File: config.mk
export PLATFORM = sky130hd
export DESIGN_NAME = f8_fetch_queue
export DESIGN_NICKNAME = d
export VERILOG_FILES = /design/src/rtl/f8_fetch_queue.sv
export SDC_FILE = /design/constraint.sdc
export NUM_CORES = 1
export LEC_CHECK = 0
export BUFFER_PORTS_ARGS = -buffer_cell sky130_fd_sc_hd__clkbuf_2
export CORE_MARGIN = 5
export CORE_UTILIZATION = 35
export DETAILED_ROUTE_END_ITERATION = 7
export PLACE_DENSITY = 0.66
export SKIP_CTS_REPAIR_TIMING = 1
export SLEW_MARGIN = 20
export SYNTH_ARGS = -nofsm -noshare
export SYNTH_HDL_FRONTEND = slang
export SYNTH_SLANG_ARGS = --single-unit
File: constraint.sdc
create_clock -name clk -period 3.6 [get_ports clk]
set_clock_uncertainty 0.15 [all_clocks]
set_input_delay 0.36 -clock clk [delete_from_list [all_inputs] [get_ports clk]]
set_output_delay 0.36 -clock clk [all_outputs]
set_load 0.01 [all_outputs]
File: src/rtl/f8_fetch_queue.sv
// f8 instruction prefetch queue: 2-byte fetches from split even/odd banks, 0-3 byte pops to decode.
// Optional performance counters are built when F8_FETCH_PERF_EN is defined.
module f8_fetch_queue #(
   parameter int unsigned ADDR_W   = 16,
   parameter int unsigned QDEPTH   = 8,
   parameter logic [31:0] RESET_PC = 32'h4000
) (
   input  logic              clk,
   input  logic              reset,
   output logic [ADDR_W-2:0] mem_read_addr_even,
   input  logic [7:0]        mem_read_data_even,
   output logic [ADDR_W-2:0] mem_read_addr_odd,
   input  logic [7:0]        mem_read_data_odd,
   input  logic              redirect,
   input  logic [ADDR_W-1:0] redirect_pc,
   output logic [23:0]       peek_data,
   output logic [1:0]        peek_count,
   input  logic [1:0]        pop_len,
   output logic [ADDR_W-1:0] fetch_pc
`ifdef F8_FETCH_PERF_EN
   ,
   output logic [15:0]       starve_cycles,
   output logic [15:0]       redirect_count
`endif
);

   localparam int unsigned PTR_W = $clog2(QDEPTH);
   localparam int unsigned CNT_W = PTR_W + 1;
   localparam logic [CNT_W:0]    DEPTH_L = (CNT_W + 1)'(QDEPTH);
   localparam logic [ADDR_W-1:0] RST_PC  = ADDR_W'(RESET_PC);

   logic [ADDR_W-1:0] fetch_addr_q, fetch_addr_d;
   logic [ADDR_W-1:0] fetch_pc_q, fetch_pc_d;
   logic [PTR_W-1:0]  rd_ptr_q, rd_ptr_d;
   logic [PTR_W-1:0]  wr_ptr_q, wr_ptr_d;
   logic [CNT_W-1:0]  count_q, count_d;
   logic              inflight_q, inflight_d;
   logic              req_odd_q, req_odd_d;
   logic [7:0]        mem_q [QDEPTH];
   logic [7:0]        mem_d [QDEPTH];

   logic [ADDR_W-1:0] req_addr;
   logic [ADDR_W-2:0] bank_hi;
   logic [CNT_W:0]    need;
   logic              issue;
   logic [1:0]        pop_eff;
   logic [7:0]        ret_lo, ret_hi;
   logic [7:0]        byte0, byte1, byte2;

   // Request address and bank split; an odd start takes its second byte from the next even pair.
   always_comb begin
      req_addr = redirect ? redirect_pc : fetch_addr_q;
      bank_hi  = req_addr[ADDR_W-1:1];
      mem_read_addr_odd  = bank_hi;
      mem_read_addr_even = req_addr[0] ? bank_hi + (ADDR_W-1)'(1) : bank_hi;
   end

   // Space check counts bytes already queued plus the pair still in flight.
   always_comb begin
      need  = {1'b0, count_q} + {{(CNT_W-1){1'b0}}, inflight_q, 1'b0} + (CNT_W + 1)'(2);
      issue = reset && (redirect || (need <= DEPTH_L));
   end

   always_comb begin
      peek_count = (count_q >= CNT_W'(3)) ? 2'd3 : count_q[1:0];
      byte0 = mem_q[rd_ptr_q];
      byte1 = mem_q[rd_ptr_q + PTR_W'(1)];
      byte2 = mem_q[rd_ptr_q + PTR_W'(2)];
      peek_data = '0;
      if (peek_count >= 2'd1) peek_data[7:0]   = byte0;
      if (peek_count >= 2'd2) peek_data[15:8]  = byte1;
      if (peek_count == 2'd3) peek_data[23:16] = byte2;
      pop_eff  = (pop_len > peek_count) ? peek_count : pop_len;
      fetch_pc = fetch_pc_q;
   end

   always_comb begin
      ret_lo = req_odd_q ? mem_read_data_odd  : mem_read_data_even;
      ret_hi = req_odd_q ? mem_read_data_even : mem_read_data_odd;
   end

   always_comb begin
      fetch_addr_d = fetch_addr_q;
      fetch_pc_d   = fetch_pc_q;
      rd_ptr_d     = rd_ptr_q;
      wr_ptr_d     = wr_ptr_q;
      count_d      = count_q;
      inflight_d   = 1'b0;
      req_odd_d    = req_odd_q;
      mem_d        = mem_q;

      if (redirect) begin
         // Flush: any pair returning now belongs to the old stream and is dropped.
         fetch_pc_d = redirect_pc;
         rd_ptr_d   = '0;
         wr_ptr_d   = '0;
         count_d    = '0;
      end else begin
         if (inflight_q) begin
            mem_d[wr_ptr_q]              = ret_lo;
            mem_d[wr_ptr_q + PTR_W'(1)]  = ret_hi;
            wr_ptr_d = wr_ptr_q + PTR_W'(2);
         end
         rd_ptr_d   = rd_ptr_q + PTR_W'(pop_eff);
         count_d    = count_q + (inflight_q ? CNT_W'(2) : '0) - CNT_W'(pop_eff);
         fetch_pc_d = fetch_pc_q + ADDR_W'(pop_eff);
      end

      if (issue) begin
         inflight_d   = 1'b1;
         fetch_addr_d = req_addr + ADDR_W'(2);
         req_odd_d    = req_addr[0];
      end
   end

   always_ff @(posedge clk) begin
      if (!reset) begin
         fetch_addr_q <= RST_PC;
         fetch_pc_q   <= RST_PC;
         rd_ptr_q     <= '0;
         wr_ptr_q     <= '0;
         count_q      <= '0;
         inflight_q   <= 1'b0;
         req_odd_q    <= 1'b0;
      end else begin
         fetch_addr_q <= fetch_addr_d;
         fetch_pc_q   <= fetch_pc_d;
         rd_ptr_q     <= rd_ptr_d;
         wr_ptr_q     <= wr_ptr_d;
         count_q      <= count_d;
         inflight_q   <= inflight_d;
         req_odd_q    <= req_odd_d;
      end
   end

   // Byte storage needs no reset; count gates every read of it.
   always_ff @(posedge clk) begin
      mem_q <= mem_d;
   end

`ifdef F8_FETCH_PERF_EN
   logic [15:0] starve_q, starve_d;
   logic [15:0] redir_cnt_q, redir_cnt_d;

   always_comb begin
      starve_d    = starve_q;
      redir_cnt_d = redir_cnt_q;
      if (redirect) begin
         if (redir_cnt_q != 16'hFFFF) redir_cnt_d = redir_cnt_q + 16'd1;
      end else if (peek_count == 2'd0 && starve_q != 16'hFFFF) begin
         starve_d = starve_q + 16'd1;
      end
   end

   always_ff @(posedge clk) begin
      if (!reset) begin
         starve_q    <= '0;
         redir_cnt_q <= '0;
      end else begin
         starve_q    <= starve_d;
         redir_cnt_q <= redir_cnt_d;
      end
   end

   assign starve_cycles  = starve_q;
   assign redirect_count = redir_cnt_q;
`endif

endmodule

==> results of run 1 <==
-- through the flow --
| stage | setup WS (ns) | hold WS [ns] | power (mW) |
|---|---|---|---|
| CTS | 0.117 | 0.113 | 4.69 |
| detailed placement | 0.119 | 0.302 | 3.67 |
| global placement | 0.212 | 0.293 | 3.65 |
| global route | 0.0150 | 0.156 | 5.02 |
| floorplan | 0.0553 | 0.271 | 3.01 |
| finish | 0.325 | 0.129 | 4.69 |
-- cells in the mapped netlist (2+ instances only) --
cell      number
nand2_1       65
xor2_1         8
clkinv_1       3
ha_1          18
dfxtp_1       42
and2_1         4
buf_1          2
nand2b_1       2
a21o_1         3
a221oi_1       2
nand3b_1       5
a31oi_1        5
xnor2_1       24
o31ai_1        5
a32o_1         4
clkbuf_1      16
o21ai_0       16
buf_4         17
and3_1        12
or3_1          4
a311oi_1       2
edfxtp_1      64
o311ai_0       2
mux2i_1       22
mux4_2        44
and4_1         4
nand3_1       13
mux2_2        18
nor4_1         4
fa_1           4
nand4_1       15
a21oi_1       36
nor2_1        20
buf_2          8
inv_1         28
nor3_1         2
nor2b_1       37
a31o_2         3
a211oi_1       5
-- layout by cell type (no fill, tap or decap), drive strengths merged, types with 16 or more instances in the layout --
cell | netlist | final
clkbuf | 16 | 117
mux2i | 22 | 22
ha | 18 | 18
o21ai | 17 | 17
nand2 | 65 | 65
buf | 28 | 16
a21oi | 36 | 36
nor2b | 37 | 37
inv | 29 | 31
mux4 | 44 | 44
edfxtp | 64 | 64
mux2 | 18 | 18
nor2 | 20 | 20
dfxtp | 42 | 42
xnor2 | 24 | 24
-- cell type report --
class	count	share of cell area (%)
multi-input cells	420	46.3
flip-flops and latches	106	35.8
well taps	234	3.79
clock inverters	7	1.13
repair buffers	124	8.55
inverters	32	1.55
clock buffers	9	2.91
-- path summary, 6_finish.rpt --
| kind | start | endpoint | slack, ns | depth (start not counted) |
|---|---|---|---|---|
| min | redirect_pc[0] | fetch_pc[0] | 0.13 | 3 |
| max reg2reg | count_q[2] | fetch_pc[14] | 0.32 | 15 |
| min reg2reg | fetch_addr_q[13] | fetch_addr_q[13] | 0.32 | 1 |
| max | count_q[2] | fetch_pc[14] | 0.32 | 15 |
-- registers in the layout, indices dropped and copies added, names as in the netlist --
register      cells
count_q           4
fetch_addr_q     16
fetch_pc         16
inflight_q        1
mem_q            64
rd_ptr_q          3
wr_ptr_q          2
-- worst reg2reg max path, delay by kind of cell, from the launching register on --
family	cells	cell delay [ns]
compound gates	3	0.52
fa+ha+maj	4	1.07
buf+inv	3	0.24
flops	1	0.32
mux	1	0.35
simple gates	4	0.54
-- per-layer routing --
layer | wire (um) | global-route usage (%) | vias up
met2 | 7930 | 24.6 | 158
li1 | - | - | 2416
met1 | 7170 | 19.6 | 2419
met3 | 1130 | 3.96 | 20
met4 | 306 | 4.94 | 0
met5 | 0 | 0 | -
-- cells by family (layout without fill, tap and decap cells) --
| kind of cell | Yosys count | in the layout |
|---|---|---|
| muxes | 84 | 84 |
| DFF | 106 | 106 |
| adders and majority gates | 22 | 22 |
| buffers and inverters | 76 | 172 |
| AOI/OAI and AO/OA | 90 | 90 |
| and+or+nand+nor | 192 | 192 |
| xor gates and xnor gates | 32 | 32 |
-- report_power, final --
part | total [mW] | switching [mW] | leakage (nW) | internal (mW)
Clock | 1.03 | 0.478 | 0.152 | 0.553
Combinational | 2.17 | 1.20 | 1.86 | 0.963
Sequential | 1.49 | 0.0908 | 0.957 | 1.40
Total | 4.69 | 1.77 | 2.97 | 2.92
==> results by group, run 1 <==
Power
  – Leak: 2.97 nW
  – Worst IR Drop VDD: 0.375 mV
  – Pwr dens: 607 nW/um^2

Timing
  – Setup_tns: 0 ns
  – Final Max Slew Viols: 0
  – Final hold vios: 0
  – Final setup violation count: 0
  – Fmax: 305 MHz
  – Slew headroom: 37.0%
  – RSZ-0062 raised after global routing: no
  – Tmin final: 3.28 ns
  – Slew @ Worst Pin: 0.946 ns
  – Period Utilization, post-route: 91.0%

Final layout
  – Area delta synth->final: 15.4%
  – Seq. cell area: 2760 um^2
  – FILL cells: 1834
  – Fin cells: 932
  – Area of the multi-input gates: 3580 um^2
  – Antenna fix cells: 0
  – Share of layout cells above drive strength 1: 30.1%
  – Fin area: 7730 um^2
  – Final Core Density: 41.2%
  – Nets: 752

Clock network
  – Clk slew on worst S/H paths: 0.08 ns
  – CTS tree: done
  – CTS root buf: clkbuf_16
  – Clock sink count: 106
  – Worst-skew pair later-pin latency: 0.36 ns
  – H-tree depth: 3
  – Number of buffers created by CTS: 9
  – Max Root-Sink Buffers: 2

Synthesis
  – Synth Area in Compound Gates: 8.48%
  – Area leader, netlist: edfxtp_1
  – Post-Synth Simple-Gate Area: 14.9%
  – Main combinational cell family by area after synthesis: multiplexers
  – Yosys warns: 0
  – Post-synthesis xor/xnor area fraction: 4.19%
  – Avg Inst Size Synth: 11.1 um^2
  – Synth Instances: 602
  – Main synth FF type: edfxtp_1
  – Synthesized flop and latch total: 106
  – Adder-cell share of the synthesized area: 4.56%
  – Post-Syn Nets: 661
  – Synth area leaders: edfxtp_1 29%, mux4_2 15%, dfxtp_1 13%
  – Mux contribution to synthesized area: 21.1%
  – Yosys cell types: 53
  – Sequential fraction of the synthesis area: 41.3%
  – Number of synthesized flops with an enable pin: 64
  – Share of the synthesized area in the top cell type: 28.7%
  – FFs w/ async S/R, synth: 0%
  – Syn Std Cell Area: 6700 um^2

Placement
  – Port buffer count: 108
  – GPL Wtd Cong: 0.819
  – Area post-placement: 7400 um^2
  – Placed instance count: 915
  – Hpwl dp: 12.0 mm

Floorplan
  – Row count: 50
  – Die width: 148 um
  – Die area: 22000 um^2
  – Core Region: 18800 um^2
  – Top Ports: 109
  – Effective utilization at floorplan: 35.7%
  – Die span in y: 148 um

Setup path
  – CP Cell Sequence: inv_1 -> ha_1 -> nor2b_2 -> inv_1 -> ha_1 -> nor2_1 -> a21oi_1 -> a21oi_1 -> mux2_4 -> ha_1 -> fa_2 -> inv_1 -> nor4_1 -> a2111oi_1 -> and3b_1
  – CP required: 3.71 ns
  – Worst-path maximum fanout: 4
  – CP max stage delay: 0.37 ns
  – Crit path kind: flop to flop
  – CP delay by family, top: adder cells
  – Buf+Inv Stages, Crit Path: 3
  – CP max-delay cell: fa_2
  – CP arrival: 3.38 ns
  – CP Launch Type: flop
  – CP Capture Type: flop

Route
  – DRT Pass-1 Iters: 4
  – DR WL/cell: 17.7 um
  – WL final: 16.5 mm
  – Antenna viol nets, final: 0
  – Detailed Route Iter0 Violations: 301
  – Vias: 5013
  – Residual DRC: 0
  – Vias per cell: 5.38

GRT
  – Largest net degree at the start of global routing: 49
  – All-layer global routing usage: 15.1%
  – Total gr overflow: 0
  – Vias in the first global route: 4935
  – Antenna violations before repair: 0
  – Global-route wire length before repair: 26.1 mm

Status
  – Status: finished, final reports clean

Worst hold path
  – Worst Hold Class: input pin to flop

Job
  – Max cap viols: 0
Power figures use the tool's default switching activity.
==> run 2, diff against run 1 <==
--- a/config.mk
+++ b/config.mk
@@ -6,6 +6,7 @@
 export NUM_CORES = 1
 export LEC_CHECK = 0
 export BUFFER_PORTS_ARGS = -buffer_cell sky130_fd_sc_hd__clkbuf_2
+export CORE_ASPECT_RATIO = 2
 export CORE_MARGIN = 5
 export CORE_UTILIZATION = 35
 export DETAILED_ROUTE_END_ITERATION = 7
==> results by group, run 2 (same netlist as run 1, synthesis figures left out) <==
GRT
  – All-layer global routing usage: 16.3%
  – Total gr overflow: 0
  – Largest net degree at the start of global routing: 49
  – Vias in the first global route: 4995
  – Antenna violations before repair: 0
  – Global-route wire length before repair: 27.4 mm

Placement
  – Hpwl dp: 14.0 mm
  – Port buffer count: 108
  – GPL Wtd Cong: 0.820
  – Placed instance count: 935

Setup path
  – CP arrival: 3.46 ns
  – Buf+Inv Stages, Crit Path: 3
  – CP max stage delay: 0.39 ns
  – CP delay by family, top: adder cells
  – Crit path kind: flop to flop
  – CP startpoint: count_q[2]
  – CP Capture Type: flop
  – CP required: 3.70 ns
  – CP max-delay cell: mux2_2
  – CP Launch Type: flop
  – Worst R2R Start: count_q[2]
  – CP Cell Sequence: inv_1 -> ha_1 -> nor2b_2 -> inv_1 -> ha_1 -> nor2_1 -> a21oi_1 -> a21oi_1 -> mux2_2 -> ha_1 -> fa_2 -> inv_1 -> nor4_1 -> a2111oi_1 -> and3b_1
  – Worst-path maximum fanout: 4
  – Worst R2R Setup Slack: 0.24 ns

Final layout
  – Seq. cell area: 2760 um^2
  – Share of layout cells above drive strength 1: 30.0%
  – Commonest non-fill, non-tap cell in the layout: clkbuf_2
  – Most frequent cells in the layout: 108 x clkbuf_2, 65 x nand2_1, 64 x edfxtp_1
  – Fin cells: 951
  – Final Core Density: 41.1%
  – Nets: 750
  – Reg with most FFs: mem_q
  – Max reg flops: 64
  – FILL cells: 1867
  – Antenna fix cells: 0
  – Area delta synth->final: 15.5%
  – Area of the multi-input gates: 3570 um^2

Route
  – WL final: 17.6 mm
  – Residual DRC: 0
  – Vias: 4985
  – DRT Pass-1 Iters: 5
  – DR WL/cell: 18.5 um
  – Vias per cell: 5.24
  – Antenna viol nets, final: 0
  – Detailed Route Iter0 Violations: 191

Clock network
  – H-tree depth: 3
  – Clock sink count: 106
  – Max Root-Sink Buffers: 2
  – Number of buffers created by CTS: 9
  – CTS root buf: clkbuf_16
  – CTS tree: done
  – Clk slew on worst S/H paths: 0.07 ns
  – Worst-skew pair later-pin latency: 0.35 ns

Timing
  – Setup_tns: 0 ns
  – RSZ-0062 raised after global routing: no
  – Period Utilization, post-route: 93.4%
  – Slew @ Worst Pin: 0.918 ns
  – Final Max Slew Viols: 0
  – Slew headroom: 38.8%
  – Tmin final: 3.36 ns
  – Final hold vios: 0
  – Final setup violation count: 0
  – Fmax: 297 MHz

Power
  – Worst IR Drop VDD: 0.243 mV
  – Pwr dens: 600 nW/um^2
  – Leak: 2.96 nW

Floorplan
  – Row count: 71
  – Die span in y: 206 um
  – Die area: 22200 um^2
  – Die width: 108 um
  – Core Region: 18800 um^2
  – Top Ports: 109
  – Effective utilization at floorplan: 35.6%

Worst hold path
  – Hold wc startpoint: redirect_pc[0]
  – Worst Hold Class: input pin to flop

Job
  – Max cap viols: 0

Status
  – Status: finished, final reports clean
run 2: cell types whose count changed in the layout (fill, tap and decap cells not counted), sizes merged:
cell      before  now
buf           16   14
clkinv         7    5
clkbuf       117  118
clkinvlp       0    1
run 2: worst reg2reg max path: cells and delay by family (launching register included):
kind | cells | cell delay, ns
buffers and inverters | 3 | 0.26
muxes | 1 | 0.39
adders and majority gates | 4 | 1.08
AOI/OAI and AO/OA | 3 | 0.53
DFF | 1 | 0.32
and+or+nand+nor | 4 | 0.54
run 2: report_power, final:
part	leakage, nW	switching [mW]	internal [mW]	total, mW
sequential	0.957	0.0891	1.40	1.49
combinational	1.85	1.18	0.947	2.13
clock	0.151	0.453	0.566	1.02
run 2: through the flow:
step | total power, mW | area (um^2) | hold WS [ns] | worst slack (ns)
after floorplan | 3.01 | 6700 | 0.271 | 0.0553
after global placement | 3.64 | 7420 | 0.283 | 0.219
after detailed placement | 3.67 | 7420 | 0.292 | 0.0929
after CTS | 4.70 | 7730 | 0.130 | 0.0813
after global routing | 4.98 | 7730 | 0.162 | 0.0210
final | 4.64 | 7730 | 0.136 | 0.236
run 2: layer usage:
metal,routed length [um],up-vias,global-route usage (%)
li1,-,2401,-
met1,6060,2431,15.9
met2,10300,124,32.8
met3,619,29,1.85
met4,626,0,7.45
met5,0,-,0
run 2: final timing paths:
path | to | cells after the start
worst max register to register | fetch_pc[14] | 15
worst max-delay path | fetch_pc[14] | 15
worst min-delay path | fetch_pc[0] | 3
worst min register to register | fetch_addr_q[15] | 2
run 2: area by class of cell:
| class | instances | share of cell area, % |
|---|---|---|
| clock inverters | 6 | 0.922 |
| multi-input cells | 420 | 46.2 |
| well taps | 255 | 4.13 |
| repair buffers | 122 | 8.35 |
| flip-flops and latches | 106 | 35.7 |
| inverters | 32 | 1.55 |
| clock buffers | 10 | 3.09 |
==> run 3, diff against run 2 <==
--- a/config.mk
+++ b/config.mk
@@ -8,9 +8,9 @@
 export BUFFER_PORTS_ARGS = -buffer_cell sky130_fd_sc_hd__clkbuf_2
 export CORE_ASPECT_RATIO = 2
 export CORE_MARGIN = 5
-export CORE_UTILIZATION = 35
+export CORE_UTILIZATION = 45
 export DETAILED_ROUTE_END_ITERATION = 7
-export PLACE_DENSITY = 0.66
+export PLACE_DENSITY = 0.78
 export SKIP_CTS_REPAIR_TIMING = 1
 export SLEW_MARGIN = 20
 export SYNTH_ARGS = -nofsm -noshare
==> results by group, run 3 (same netlist as run 1, synthesis figures left out) <==
Status
  – Status: finished, final reports clean

Clock network
  – CTS tree: done
  – Max Root-Sink Buffers: 2
  – Worst-skew pair later-pin latency: 0.35 ns
  – Number of buffers created by CTS: 9
  – CTS root buf: clkbuf_16
  – Clock sink count: 106
  – Clk slew on worst S/H paths: 0.08 ns
  – H-tree depth: 3

Worst hold path
  – Worst Hold Class: input pin to flop

Setup path
  – Worst R2R Setup Slack: 0.26 ns
  – CP arrival: 3.44 ns
  – Worst R2R Start: count_q[2]
  – CP startpoint: count_q[2]
  – FF-to-FF End: fetch_pc[14]
  – Crit path kind: flop to flop
  – CP required: 3.70 ns
  – CP Capture Point: fetch_pc[14]
  – CP Capture Type: flop
  – CP Launch Type: flop
  – R2R depth: 15
  – Worst-path maximum fanout: 4

Job
  – Max cap viols: 0

Route
  – Antenna viol nets, final: 0
  – DRT Pass-1 Iters: 5
  – DR WL/cell: 19.1 um
  – Vias per cell: 5.68
  – DR top layer: met4
  – Met3 wire len: 927 um
  – Met1 wire length: 5.70 mm
  – WL final: 16.9 mm
  – Detailed Route Iter0 Violations: 201
  – Vias: 5034
  – Metal2 WL: 9.71 mm
  – Residual DRC: 0

Placement
  – Port buffer count: 108
  – Hpwl dp: 13.6 mm
  – GPL Wtd Cong: 0.864

Final layout
  – Final Core Density: 51.6%
  – Area delta synth->final: 13.5%
  – Antenna fix cells: 0
  – Most frequent cells in the layout: 108 x clkbuf_2, 65 x nand2_1, 64 x edfxtp_1
  – Commonest non-fill, non-tap cell in the layout: clkbuf_2
  – Max reg flops: 64
  – Share of layout cells above drive strength 1: 29.5%
  – Nets: 748
  – Reg with most FFs: mem_q

Floorplan
  – Top Ports: 109
  – Die area: 17600 um^2
  – Effective utilization at floorplan: 45.4%
  – Die width: 96.3 um
  – Die span in y: 183 um
  – Row count: 63
  – Core Region: 14700 um^2

GRT
  – Global-route wire length before repair: 26.5 mm
  – Vias in the first global route: 5069
  – Largest net degree at the start of global routing: 34
  – Total gr overflow: 0
  – All-layer global routing usage: 19.9%
  – Antenna violations before repair: 0

Power
  – Gate power share: 46.5%
  – NetSw: 1.69 mW
  – Worst IR Drop VDD: 0.265 mV
  – Register share of total power: 33.8%
  – Pwr dens: 594 nW/um^2
  – Leak: 2.92 nW
  – Net Sw Frac: 37.5%
  – Internal: 2.82 mW
  – Clock share of power: 19.7%

Timing
  – Final hold vios: 0
  – Setup_tns: 0 ns
  – RSZ-0062 raised after global routing: no
  – Slew @ Worst Pin: 0.926 ns
  – Tmin final: 3.34 ns
  – Fmax: 299 MHz
  – Final Max Slew Viols: 0
  – Final setup violation count: 0
  – Slew headroom: 37.7%
  – Period Utilization, post-route: 92.8%
run 3: layout make-up:
class / count / area (um^2)
fill: 1364 / 7140
multi-input combinational: 420 / 3570
sequential: 106 / 2760
timing repair buffer: 120 / 643
tap: 195 / 244
clock buffer: 10 / 229
inverter: 32 / 120
clock inverter: 4 / 27.5
run 3: worst max-delay path, stage by stage, from the launching register on:
cell and delay [ns]:
dfxtp_1 0.31, inv_1 0.09, ha_1 0.17, nor2b_2 0.16, inv_1 0.07, ha_1 0.28
nor2_1 0.09, a21oi_1 0.05, a21oi_1 0.14, mux2_2 0.38, ha_1 0.23, fa_2 0.39
inv_1 0.09, nor4_1 0.08, a2111oi_0 0.35, and3b_1 0.21
run 3: per-layer routing:
| layer | up-vias | global-route usage (%) |
|---|---|---|
| met3 | 34 | 2.76 |
| met5 | - | 0 |
| li1 | 2401 | - |
| met1 | 2421 | 20.3 |
| met2 | 178 | 38.1 |
| met4 | 0 | 9.24 |
run 3: worst min path at each step:
stage	from	to	cells after the start
after global routing	redirect_pc[0]	fetch_pc[0]	3
after CTS	redirect_pc[0]	fetch_pc[0]	3
after floorplan	fetch_addr_q[15]	fetch_addr_q[15]	2
final	redirect_pc[0]	fetch_pc[0]	3
after detailed placement	fetch_addr_q[15]	fetch_addr_q[15]	2
after global placement	fetch_addr_q[15]	fetch_addr_q[15]	2
run 3: power by group through the flow:
stage | Clock (mW) | Sequential (mW) | Combinational, mW
floorplan | 0 | 1.50 | 1.51
global placement | 0 | 1.54 | 2.06
detailed placement | 0 | 1.55 | 2.10
CTS | 0.899 | 1.52 | 2.12
global route | 0.957 | 1.55 | 2.32
finish | 0.890 | 1.52 | 2.10
run 3: through the flow:
step           worst slack (ns)  power, mW  cells  area, um^2  hold WS [ns]
2_1_floorplan            0.0553       3.01    602        6700         0.271
3_3_place_gp              0.223       3.61    873        7340         0.283
3_5_place_dp              0.111       3.66    873        7340         0.295
4_1_cts                   0.122       4.54    887        7590         0.126
5_1_grt                  0.0558       4.82    887        7600         0.145
6_report                  0.260       4.51    887        7600         0.134
